File: config.mk
export PLATFORM = sky130hd
export DESIGN_NAME = truth_table_sweep_ctrl
export DESIGN_NICKNAME = d
export VERILOG_FILES = /design/src/rtl/tts_pkg.sv /design/src/rtl/tts_settle_timer.sv /design/src/rtl/truth_table_sweep_ctrl.sv
export SDC_FILE = /design/constraint.sdc
export NUM_CORES = 1
export LEC_CHECK = 0
export CAP_MARGIN = 20
export CORE_MARGIN = 2
export CORE_UTILIZATION = 50
export CTS_BUF_LIST = sky130_fd_sc_hd__clkbuf_4 sky130_fd_sc_hd__clkbuf_8
export CTS_CLUSTER_SIZE = 25
export DETAILED_ROUTE_END_ITERATION = 12
export PLACE_DENSITY = 0.76
export SLEW_MARGIN = 25
export SYNTH_ARGS = -nofsm -noshare
export SYNTH_HDL_FRONTEND = slang
export SYNTH_SLANG_ARGS = --single-unit
File: constraint.sdc
create_clock -name clk -period 2.4 [get_ports clk]
set_clock_uncertainty 0.2 [all_clocks]
set_input_delay 0.36 -clock clk [delete_from_list [all_inputs] [get_ports clk]]
set_output_delay 0.36 -clock clk [all_outputs]
set_load 0.02 [all_outputs]
File: src/rtl/tts_pkg.sv
// Shared types and helpers for the truth-table sweep controller.
// Optional majority-vote sampling is enabled by defining TTS_MAJORITY_EN.
package tts_pkg;

    typedef enum logic [1:0] {
        TTS_IDLE   = 2'd0,
        TTS_SETTLE = 2'd1,
        TTS_FINISH = 2'd2
    } tts_state_e;

    localparam int TTS_ROWS  = 8;
    localparam int TTS_ROW_W = 3;

    // Row 000 lands in bit 7, row 111 in bit 0.
    function automatic logic [TTS_ROW_W-1:0] row_bit(input logic [TTS_ROW_W-1:0] row);
        return TTS_ROW_W'(TTS_ROWS - 1) - row;
    endfunction

endpackage

File: src/rtl/tts_settle_timer.sv
// Per-row settle counter: counts while run is high, flags the final settle cycle and,
// with TTS_MAJORITY_EN, strobes the last three cycles for voting.
module tts_settle_timer #(
    parameter int SETTLE_CYCLES = 4,
    parameter int CNT_W         = 8
) (
    input  logic clk,
    input  logic rst,
    input  logic run,
`ifdef TTS_MAJORITY_EN
    output logic samp,
`endif
    output logic last
);

    logic [CNT_W-1:0] count_q, count_d;

    assign last = run && (count_q == CNT_W'(SETTLE_CYCLES - 1));

`ifdef TTS_MAJORITY_EN
    if (SETTLE_CYCLES < 3) begin : g_bad_settle
        $error("SETTLE_CYCLES must be >= 3 when majority sampling is enabled");
    end
    assign samp = run && (count_q >= CNT_W'(SETTLE_CYCLES - 3));
`endif

    // Counter restarts on the sampling cycle so the next row gets a full window.
    always_comb begin
        count_d = '0;
        if (run && !last) count_d = count_q + 1'b1;
    end

    always_ff @(posedge clk or posedge rst) begin
        if (rst) count_q <= '0;
        else     count_q <= count_d;
    end

endmodule

File: src/rtl/truth_table_sweep_ctrl.sv
// Sweeps a 3-input gate through all 8 rows, captures its truth-table code and compares it
// with a latched expected code. TTS_MAJORITY_EN selects 3-sample majority capture per row.
import tts_pkg::*;

module truth_table_sweep_ctrl #(
    parameter int SETTLE_CYCLES = 4,
    parameter int CNT_W         = 8
) (
    input  logic       clk,
    input  logic       rst,
    input  logic       start,
    input  logic [7:0] expected,
    input  logic       dut_out,
    output logic       in1,
    output logic       in2,
    output logic       in3,
    output logic       busy,
    output logic       done,
    output logic [7:0] table_out,
    output logic       pass,
    output logic [7:0] mismatch
);

    tts_state_e           state_q;
    logic [TTS_ROW_W-1:0] row_q;
    logic [TTS_ROW_W-1:0] ins_q;
    logic                 busy_q, done_q, pass_q;
    logic [7:0]           table_q, table_d, mism_q, exp_q;
    logic                 last, smp_bit;

`ifdef TTS_MAJORITY_EN
    logic       samp;
    logic [1:0] vote_q;

    tts_settle_timer #(.SETTLE_CYCLES(SETTLE_CYCLES), .CNT_W(CNT_W)) u_timer (
        .clk  (clk),
        .rst  (rst),
        .run  (state_q == TTS_SETTLE),
        .samp (samp),
        .last (last)
    );

    // Holds the two earlier samples of the window; the third is the live input.
    always_ff @(posedge clk or posedge rst) begin
        if (rst)               vote_q <= 2'b00;
        else if (samp && !last) vote_q <= {vote_q[0], dut_out};
    end

    assign smp_bit = (vote_q[1] & vote_q[0]) | (vote_q[1] & dut_out) | (vote_q[0] & dut_out);
`else
    tts_settle_timer #(.SETTLE_CYCLES(SETTLE_CYCLES), .CNT_W(CNT_W)) u_timer (
        .clk  (clk),
        .rst  (rst),
        .run  (state_q == TTS_SETTLE),
        .last (last)
    );

    assign smp_bit = dut_out;
`endif

    always_comb begin
        table_d = table_q;
        if (state_q == TTS_SETTLE && last) table_d[row_bit(row_q)] = smp_bit;
    end

    always_ff @(posedge clk or posedge rst) begin
        if (rst) begin
            state_q <= TTS_IDLE;
            row_q   <= '0;
            ins_q   <= '0;
            busy_q  <= 1'b0;
            done_q  <= 1'b0;
            table_q <= 8'h00;
            pass_q  <= 1'b0;
            mism_q  <= 8'h00;
            exp_q   <= 8'h00;
        end else begin
            case (state_q)
                TTS_IDLE: begin
                    done_q <= 1'b0;
                    ins_q  <= '0;
                    if (start) begin
                        exp_q   <= expected;
                        table_q <= 8'h00;
                        pass_q  <= 1'b0;
                        mism_q  <= 8'h00;
                        row_q   <= '0;
                        busy_q  <= 1'b1;
                        state_q <= TTS_SETTLE;
                    end
                end
                TTS_SETTLE: begin
                    if (last) begin
                        table_q <= table_d;
                        if (row_q == TTS_ROW_W'(TTS_ROWS - 1)) begin
                            done_q  <= 1'b1;
                            pass_q  <= (table_d == exp_q);
                            mism_q  <= table_d ^ exp_q;
                            ins_q   <= '0;
                            state_q <= TTS_FINISH;
                        end else begin
                            row_q <= row_q + 1'b1;
                            ins_q <= row_q + 1'b1;
                        end
                    end
                end
                TTS_FINISH: begin
                    done_q  <= 1'b0;
                    busy_q  <= 1'b0;
                    row_q   <= '0;
                    state_q <= TTS_IDLE;
                end
                default: state_q <= TTS_IDLE;
            endcase
        end
    end

    assign {in1, in2, in3} = ins_q;
    assign busy      = busy_q;
    assign done      = done_q;
    assign table_out = table_q;
    assign pass      = pass_q;
    assign mismatch  = mism_q;

endmodule

==> flow_metrics.env <==
export IMPL_synthFlopType="dfrtp_1"
export IMPL_routed_wl_um=4690
export IMPL_wl_met3_um=180
export IMPL_coreArea_mm2=0.004058
export IMPL_cts_clk_slew_worst_paths_ns=0.08
export IMPL_hold_slack_ns=0.2863
export IMPL_worst_path_buf_inv=0
export IMPL_viasPerCell=5.351
export IMPL_gp_congestion=0.8787
export IMPL_tritoncts="yes"
export IMPL_place_area_mm2=0.002686
export IMPL_p_leak_uw=0.001335
export IMPL_netlist_top_cells_area="dfrtp_1 (50%), nand2_1 (8.4%), xor2_1 (5.3%), mux2i_1 (4.7%), o21ai_0 (4.0%)"
export IMPL_wire_per_inst_um=14.08
export IMPL_synth_most_common_cell="nand2_1"
export IMPL_grt_usage_pct=21.88
export IMPL_dp_hpwl_um=3426
export IMPL_ys_async_sr_fraction_pct=100.0
export IMPL_setup_tns_ns=0
export IMPL_crit_family="simple AND/OR/NAND/NOR gates"
export IMPL_die_area_mm2=0.004839
export IMPL_worstRegToRegCells=6
export IMPL_slew_headroom_pct=64.38
export IMPL_initial_core_util_pct=52.98
export IMPL_htree_num_levels=2
export IMPL_wl_met1_um=2209
export IMPL_met2_length_um=2197
export IMPL_cts_sinks=43
export IMPL_finalCritPeriodShare_pct=99.32
export IMPL_synth_edf_count=0
export IMPL_finalNonFillerCells=333
export IMPL_stdcell_area_mm2=0.002816
export IMPL_cts_root_buf="clkbuf_8"
export IMPL_tightest_slew_ns=0.5344
export IMPL_syn2layout_area_growth_pct=31.02
export IMPL_start_kind="register"
export IMPL_ios=34
export IMPL_grt_max_degree=44
export IMPL_critPathCaptureType="register"
export IMPL_grt_pass1_vias=1766
export IMPL_die_x_um=69.57
export IMPL_max_cap_viol_count=0
export IMPL_grt_pass1_wl_um=8411
export IMPL_ff2ff_setup_slack_ns=0.02
export IMPL_antenna_found_initial=0
export IMPL_clock_latency_ns=0.30
export IMPL_synth_cell_type_count=39
export IMPL_synth_area_per_cell_um2=9.469
export IMPL_drive_above_1_share_pct=15.55
export IMPL_postCtsHoldBufs=0
export IMPL_critPathLaunch="u_timer.count_q[4]"
export IMPL_grt_setup_unrepaired="true"
export IMPL_crit_cells=6
export IMPL_cts_buffer_depth=2
export IMPL_slew_viol_final=0
export IMPL_crit_end="pass"
export IMPL_dr_max_layer_used="met4"
export IMPL_setup_viol=0
export IMPL_synth_top_area_share_pct=50.06
export IMPL_status="completed"
export IMPL_dp_cells=325
export IMPL_grt_overflow=0
export IMPL_rows=23
export IMPL_syn_inst=227
export IMPL_critPathMaxStageDelay_ns=0.57
export IMPL_crit_chain="or4_4 -> nor3_4 -> mux2i_1 -> xor2_1 -> nand3_1 -> o31ai_2"
export IMPL_synth_nets=242
export IMPL_ir_worst_vdd_uv=568.4
export IMPL_dr_pass1_iters=4
export IMPL_yosysWarnings=0
export IMPL_period_minus_slack_ns=2.384
export IMPL_synth_seq_cells=43
export IMPL_fmax_mhz=419.5
export IMPL_synth_seq_area_share_pct=50.06
export IMPL_fin_util_pct=69.41
export IMPL_detail_route_antenna_nets=0
export IMPL_synth_common_cells="nand2_1 (48), dfrtp_1 (43), nor2_1 (17), o21ai_0 (17), nand3_1 (15)"
export IMPL_crit_path_max_fanout=3
export IMPL_min_path_type="input port to async pin"
export IMPL_finalHoldViolCount=0
export IMPL_drc=0
export IMPL_nets=297
export IMPL_portBuffers=33
export IMPL_synth_top_area_cell="dfrtp_1"
export IMPL_cp_arrival_ns=2.40
export IMPL_via_count=1782
export IMPL_post_cts_buffers=0
export IMPL_r2r_end="pass"
export IMPL_r2r_start="u_timer.count_q[4]"
export IMPL_worstPathRequired_ns=2.42
export IMPL_worst_path_max_delay_cell="or4_4"
export IMPL_crit_type="register to register"
export IMPL_die_y_um=69.57
export IMPL_power_density_mw_per_mm2=1201
export IMPL_numCtsBuffers=5
export IMPL_n_antenna_cell=0
export IMPL_synth_area_mm2=0.002150
export IMPL_drt_iter0_drc=86
## layer usage
| metal | up-vias | track usage, % |
|---|---|---|
| li1 | 882 | - |
| met3 | 9 | 5.087 |
| met5 | - | 0 |
| met2 | 39 | 33.65 |
| met1 | 852 | 30.10 |
| met4 | 0 | 8.497 |
## worst min-delay path by stage
stage,from,to,slack [ns],cells past startpoint
floorplan,expected[0],exp_q[0],0.27,2
global placement,mismatch[4],mismatch[4],0.26,2
detailed placement,mismatch[2],mismatch[2],0.28,2
CTS,mismatch[2],mismatch[2],0.29,2
global route,mismatch[2],mismatch[2],0.30,2
finish,rst,table_out[2],0.29,3
## worst reg2reg max path: stages (launching register included)
cell and delay [ns]:
dfrtp_1 0.38, or4_4 0.57, nor3_4 0.28, mux2i_1 0.32, xor2_1 0.23, nand3_1 0.14
o31ai_2 0.18
## sequential cells by signal (all words and copies together), names as in the netlist
signal,cells
exp_q,8
mismatch,8
table_out,8
u_timer.count_q,8
ins_q,3
row_q,3
state_q,2
busy,1
done,1
pass,1
## what timing repair did
action	CTS	global route
gates resized for setup	2	3
endpoints found under the setup margin	1	9
pin swaps	0	1
## layout by cell type (no fill, tap or decap), drive strengths merged
master         instances
inv                    7
and3                   3
o2bb2ai                1
nand3b                 2
dfrtp                 43
o21bai                 1
o22ai                  1
or4                    1
buf                   23
mux2                   2
nor3b                  2
a2bb2oi                1
ha                     3
nand2b                 2
mux2i                 10
nor2                  17
nand4                  4
clkdlybuf4s50         33
a32o                   1
o21ai                 17
a21oi                  4
o31ai                  1
clkbuf                 7
and3b                  1
a22o                   2
or3b                   1
nand2                 49
nor4b                  1
nor3                   8
xnor2                  1
xor2                  13
a21o                   1
nor4                   1
clkinvlp               1
nor2b                  3
nand3                 15
## report_power, final
part	internal [uW]	leakage, uW	total, uW	switching [uW]
clock network	262	0.0000505	519	257
registers	970	0.000564	1210	237
logic	783	0.000721	1660	873
total	2010	0.00134	3380	1370
## logic make-up (layout without fill, tap and decap cells)
group,Yosys count,count (layout),share of synthesized area (%)
AOI/OAI and AO/OA,30,30,8.732
xor gates and xnor gates,14,14,5.704
adders and majority gates,3,3,1.746
buffers and inverters,15,71,2.852
DFF,43,43,50.06
muxes,12,12,5.704
and+or+nand+nor,110,110,25.20
## through the flow
step                      total power, uW  worst slack [ns]
final                                3382           0.01634
after global routing                 3646          -0.08279
after CTS                            3387          0.006157
after detailed placement             2834           0.01947
after global placement               2804           0.04231
after floorplan                      2189           0.03842
## layout make-up
type,instances,area (um^2)
repair buffers,56,503.0
clock inverters,1,7.507
fillers,305,1241
well taps,50,62.56
flip-flops and latches,43,1076
inverters,7,26.28
multi-input cells,169,1045
clock buffers,7,96.34
No activity file was read; power rests on OpenSTA's default activity.
